<file path="src/rtl/counter_pkg.sv">
// Shared constants for the LED counter: clock rate and the encodings of the
// direction and limit-mode control inputs.
package counter_pkg;
    localparam int unsigned CLK_HZ    = 125_000_000;
    localparam logic        DIR_UP    = 1'b1;
    localparam logic        DIR_DOWN  = 1'b0;
    localparam logic        MODE_WRAP = 1'b0;
    localparam logic        MODE_SAT  = 1'b1;
endpackage

</file>
<file path="src/rtl/param_updown_counter_tick_gen.sv">
// Prescaler: counts enabled cycles 0..PRESCALE-1 and flags the last one as a
// step request. restart forces the count back to 0 regardless of en.
module tick_gen #(
    parameter int unsigned PRESCALE = 4
) (
    input  logic clk,
    input  logic reset,
    input  logic en,
    input  logic restart,
    output logic step
);
    localparam int unsigned CNT_W = (PRESCALE > 1) ? $clog2(PRESCALE) : 1;
    localparam logic [CNT_W-1:0] LAST = CNT_W'(PRESCALE - 1);

    logic [CNT_W-1:0] cnt_q;
    logic [CNT_W-1:0] cnt_d;

    assign step = en && (cnt_q == LAST);

    always_comb begin
        cnt_d = cnt_q;
        if (restart) begin
            cnt_d = '0;
        end else if (en) begin
            cnt_d = (cnt_q == LAST) ? '0 : cnt_q + CNT_W'(1);
        end
    end

    always_ff @(posedge clk or negedge reset) begin
        if (!reset) begin
            cnt_q <= '0;
        end else begin
            cnt_q <= cnt_d;
        end
    end
endmodule

</file>
<file path="src/rtl/param_updown_counter.sv">
// Up/down LED counter with prescaled stepping, synchronous clear/load,
// programmable modulus, wrap or saturate limits, and a terminal-count pulse.
module param_updown_counter
    import counter_pkg::*;
#(
    parameter int unsigned WIDTH    = 4,
    parameter int unsigned MAX_VAL  = 2**WIDTH - 1,
    parameter int unsigned PRESCALE = CLK_HZ / 1
) (
    input  logic             clk,
    input  logic             reset,
    input  logic             en,
    input  logic             up,
    input  logic             sat_mode,
    input  logic             clear,
    input  logic             load,
    input  logic [WIDTH-1:0] load_val,
    output logic [WIDTH-1:0] Q,
    output logic             tick,
    output logic             tc
);
    localparam logic [WIDTH-1:0] MAX_Q = WIDTH'(MAX_VAL);

    logic             step;
    logic [WIDTH-1:0] q_q, q_d;
    logic             tick_q, tick_d;
    logic             tc_q, tc_d;
    logic             at_limit;

    tick_gen #(.PRESCALE(PRESCALE)) u_tick_gen (
        .clk     (clk),
        .reset   (reset),
        .en      (en),
        .restart (clear | load),
        .step    (step)
    );

    // An out-of-range count counts as the up-limit so it recovers on the next step.
    assign at_limit = (up == DIR_UP) ? (q_q >= MAX_Q) : (q_q == '0);

    always_comb begin
        q_d    = q_q;
        tick_d = 1'b0;
        tc_d   = 1'b0;
        if (clear) begin
            q_d = '0;
        end else if (load) begin
            q_d = (load_val > MAX_Q) ? MAX_Q : load_val;
        end else if (step) begin
            tick_d = 1'b1;
            tc_d   = at_limit;
            if (up == DIR_UP) begin
                if (!at_limit) q_d = q_q + WIDTH'(1);
                else           q_d = (sat_mode == MODE_SAT) ? MAX_Q : '0;
            end else begin
                if (at_limit)        q_d = (sat_mode == MODE_SAT) ? '0 : MAX_Q;
                else if (q_q > MAX_Q) q_d = MAX_Q;
                else                 q_d = q_q - WIDTH'(1);
            end
        end
    end

    always_ff @(posedge clk or negedge reset) begin
        if (!reset) begin
            q_q    <= '0;
            tick_q <= 1'b0;
            tc_q   <= 1'b0;
        end else begin
            q_q    <= q_d;
            tick_q <= tick_d;
            tc_q   <= tc_d;
        end
    end

    assign Q    = q_q;
    assign tick = tick_q;
    assign tc   = tc_q;
endmodule
</file>
<file path="config.mk">
export PLATFORM = sky130hd
export DESIGN_NAME = param_updown_counter
export DESIGN_NICKNAME = d
export VERILOG_FILES = /design/src/rtl/counter_pkg.sv /design/src/rtl/param_updown_counter_tick_gen.sv /design/src/rtl/param_updown_counter.sv
export SDC_FILE = /design/constraint.sdc
export NUM_CORES = 1
export LEC_CHECK = 0
export BUFFER_PORTS_ARGS = -buffer_cell sky130_fd_sc_hd__buf_2
export CAP_MARGIN = 20
export CORE_UTILIZATION = 53
export DETAILED_ROUTE_END_ITERATION = 7
export GPL_ROUTABILITY_DRIVEN = 0
export HOLD_SLACK_MARGIN = 0.06
export PLACE_DENSITY = 0.82
export SYNTH_ARGS = -nofsm -noshare
export SYNTH_HDL_FRONTEND = slang
export SYNTH_SLANG_ARGS = --single-unit
</file>
<file path="constraint.sdc">
create_clock -name clk -period 2 [get_ports clk]
set_clock_uncertainty 0.2 [all_clocks]
set_input_delay 0.6 -clock clk [delete_from_list [all_inputs] [get_ports clk]]
set_output_delay 0.6 -clock clk [all_outputs]
set_load 0.02 [all_outputs]
</file>
==> metrics.md <==
| Metric | Value |
|---|---|
| Initial Util | 57.36% |
| Core area | 0.003442 mm2 |
| # diodes | 0 |
| Synth Area in XOR/XNOR | 9.759% |
| Endpoints failing setup | 30 |
| Post-synthesis compound-gate area fraction | 10.27% |
| Grt ovf | 0 |
| Final Instance Area | 0.002750 mm2 |
| Placed cells | 312 |
| Failing checks | negative setup slack |
| Final nets | 295 |
| Hold WC Path Type | in -> async |
| Global-route wire length before repair | 8293 um |
| Clk sinks | 33 |
| Cells after Synth | 213 |
| Critical path type | reg -> reg |
| Critical Path RT | ~2000 ps |
| Outcome | finished with violations |
| Starting DRT DRC Count | 212 |
| Synthesized area per cell | between 9 and 10 um2 |
| Max Cap Violations | 0 |
| Layout area overhead | 39.29% |
| HPWL after DPL | 3404 um |
| Crit path arrival time | ~2300 ps |
| Die height | 63.04 um |
| Cts bufs inserted | 5 |
| Die ar. | 0.003973 mm2 |
| Largest family of logic cells by synthesized area | simple AND/OR/NAND/NOR gates |
| Num rows | 21 |
| PortBufs | 16 |
| Sum of negative setup slack | -5991 ps |
| Synth Warn # | 0 |
| Root Buffer | clkbuf_8 |
| Initial antenna violation count | 0 |
| Maximum VDD drop | 0.3932 mV |
| Post-Syn Area | ~0.0020 mm2 |
| DR DRC count | 0 |
| Pre-CTS setup slack | -224.7 ps |
| Reg clk slew, reported paths | 80 ps |
| Least-Margin Pin Slew | 547.9 ps |
| DRT antenna net count | 0 |
| Max-slew violation count | 0 |
| Total wire length | 6014 um |
| Largest net degree at the start of global routing | 34 |
| Cell Count, Final, Fillers Out | 328 |
| Width of the die | 63.04 um |
| Buffer depth of the longest clock path | 2 |
| CP Max Fanout | 4 |
| CTS tree | built |
| CP startpoint kind | register |
| Syn Nets | 227 |
| All-Layer GR Usage | 27.29% |
| Slew HR | between 60% and 70% |
| Routed WL per cell | 18.34 um |
| P_leak | 0.001216 uW |
| Vias per cell | 6.149 |
| #FFs+latches synth | 33 |
| Minimum clock period | around 2300 ps |
| Post-synthesis adder-cell area fraction | 1.901% |
| Number of global-route vias before repair | 1838 |
| Fillers | 216 |
| Setup crit end kind | register |
| I/O pin cnt | 17 |
| Max Freq | 437.9 MHz |
| Pwr Density | ~550 mW/mm2 |
| Simple-Gate Fraction of Synth Area | a little under a third |
| Share of cells above drive strength 1 | 40.78% |
| H-Tree Depth | 2 |
| Mux share of post-synthesis cell area | 0.5070% |
| Netlist cell types | 50 |
| Pwr Total | 1526 uW |
| Final WS setup | -283.8 ps |
| Area after DPL | 0.002404 mm2 |
| Worst-Skew Late Latency | roughly 300 ps |
| Post-synthesis sequential area ratio | 41.83% |
| DR vias | between 2000 and 2500 |
| Final Cycle Share | 114.2% |
| Hold Fails Final Rpt | 0 |
| Pre-antenna DRT Iters | 5 |
| RSZ-0062 raised after global routing | true |
-- worst max-delay path, cell delays in order, from the launching register on --
cell,delay (ps)
dfrtp_1,390
or4bb_4,580
nor4_4,310
and4_4,310
a21oi_1,120
a221oi_2,280
-- cells by family (layout without fill, tap and decap cells) --
| kind of cell | count (synthesis) | in the layout |
|---|---|---|
| adder cells (fa/ha/maj) | 3 | 3 |
| flip-flops | 33 | 33 |
| buffers and inverters | 12 | 81 |
| AND/OR/NAND/NOR | 111 | 111 |
| AO/OA/AOI/OAI | 31 | 31 |
| multiplexers | 1 | 1 |
| XOR/XNOR | 22 | 22 |
-- final cells by class --
| class | count | area, um2 | area share, % |
|---|---|---|---|
| multi-input combinational | 168 | 1219 | 44.31 |
| sequential | 33 | 825.8 | 30.03 |
| timing repair buffer | 68 | 509.2 | 18.52 |
| clock buffer | 6 | 82.58 | 3.003 |
| tap | 46 | 57.56 | 2.093 |
| clock inverter | 2 | 37.54 | 1.365 |
| inverter | 5 | 18.77 | 0.6824 |
-- state kept, by name (all words and copies together) (netlist names) --
register / count
tc: 1
tick: 1
Q: 4
u_tick_gen.cnt_q: 27
-- layout by cell type (no fill, tap or decap), drive strengths merged, types with 4 or more instances in the layout --
| cell type | synthesis | final |
|---|---|---|
| buf | 5 | 67 |
| dfrtp | 33 | 33 |
| nor2 | 27 | 27 |
| nand2 | 25 | 25 |
| xor2 | 19 | 19 |
| nand4 | 13 | 13 |
| nand3 | 13 | 13 |
| a21oi | 10 | 10 |
| clkbuf | 2 | 7 |
| and3 | 6 | 6 |
| o21ai | 5 | 5 |
| inv | 4 | 4 |
| nor4 | 4 | 4 |
-- final timing paths --
check	cells after the start	slack, ps	startpoint	to
max in group asynchronous	2	1170	reset	u_tick_gen.cnt_q[25]
hold reg to reg	2	380	u_tick_gen.cnt_q[4]	u_tick_gen.cnt_q[4]
hold / removal	2	110	reset	u_tick_gen.cnt_q[3]
setup reg to reg	5	-280	u_tick_gen.cnt_q[12]	Q[0]
setup / recovery	5	-280	u_tick_gen.cnt_q[12]	Q[0]
min in group clk	3	340	load_val[2]	Q[2]
-- repair_timing --
action / 4_1_cts / 5_1_grt
hold buffers: 0 / 0
gates cloned: 0 / 2
pin swaps: 9 / 12
resized for setup: 3 / 37
buffers inserted: 4 / 2
endpoints found under the setup margin: 26 / 31
-- metrics by stage --
stage / utilization (%) / hold slack, ps
2_1_floorplan: - / 104.4
3_3_place_gp: 69.83 / 331.6
3_5_place_dp: 69.83 / 323.6
4_1_cts: 74.34 / 135.1
5_1_grt: 79.90 / 151.9
6_report: 79.90 / 112.9
-- routing by layer --
| layer | vias to the layer above | track usage, % | wire [um] |
|---|---|---|---|
| met5 | - | 0 | 0 |
| met1 | 990 | 34.11 | 2465 |
| li1 | 907 | - | - |
| met4 | 0 | 13.37 | 193 |
| met2 | 101 | 44.35 | 2997 |
| met3 | 19 | 5.839 | 358 |
-- power by group --
group,switching [uW],internal [uW],total [uW]
Sequential,6.86,673,680
Clock,260,405,665
Combinational,108,72.1,180
-- synthesized netlist by cell type (all sizes together) --
| library cell | instances | area, um2 |
|---|---|---|
| or4bb | 1 | 11.26 |
| or3 | 3 | 18.77 |
| nand4 | 13 | 81.33 |
| mux2i | 1 | 10.01 |
| nand3b | 1 | 7.510 |
| a32oi | 1 | 8.760 |
| a41o | 1 | 10.01 |
| and3 | 6 | 41.29 |
| nand2b | 1 | 6.260 |
| o21bai | 1 | 7.510 |
| o32ai | 1 | 8.760 |
| and4 | 2 | 20.02 |
| nand3 | 13 | 65.06 |
| dfrtp | 33 | 825.8 |
| or2 | 2 | 12.51 |
| and2b | 1 | 8.760 |
| nor2b | 1 | 6.260 |
| a41oi | 1 | 8.760 |
| nor4 | 4 | 55.05 |
| or4 | 2 | 15.01 |
| nor2 | 27 | 101.4 |
| o21ai | 5 | 25.02 |
| and4b | 1 | 11.26 |
| o22ai | 3 | 18.77 |
| clkbuf | 2 | 7.510 |
| a211oi | 1 | 7.510 |
| clkinv | 1 | 3.750 |
| xnor2 | 3 | 26.28 |
| nor4b | 2 | 23.77 |
| a21oi | 10 | 50.05 |
| a31oi | 3 | 18.77 |
| or4b | 2 | 23.77 |
| o211ai | 2 | 15.01 |
| nand4b | 1 | 8.760 |
| a221oi | 2 | 23.77 |
| nand2 | 25 | 96.35 |
| buf | 5 | 50.04 |
| inv | 4 | 15.01 |
| xor2 | 19 | 166.4 |
| ha | 3 | 37.54 |
| nor3 | 3 | 15.01 |
No activity file was read; power rests on OpenSTA's default activity.
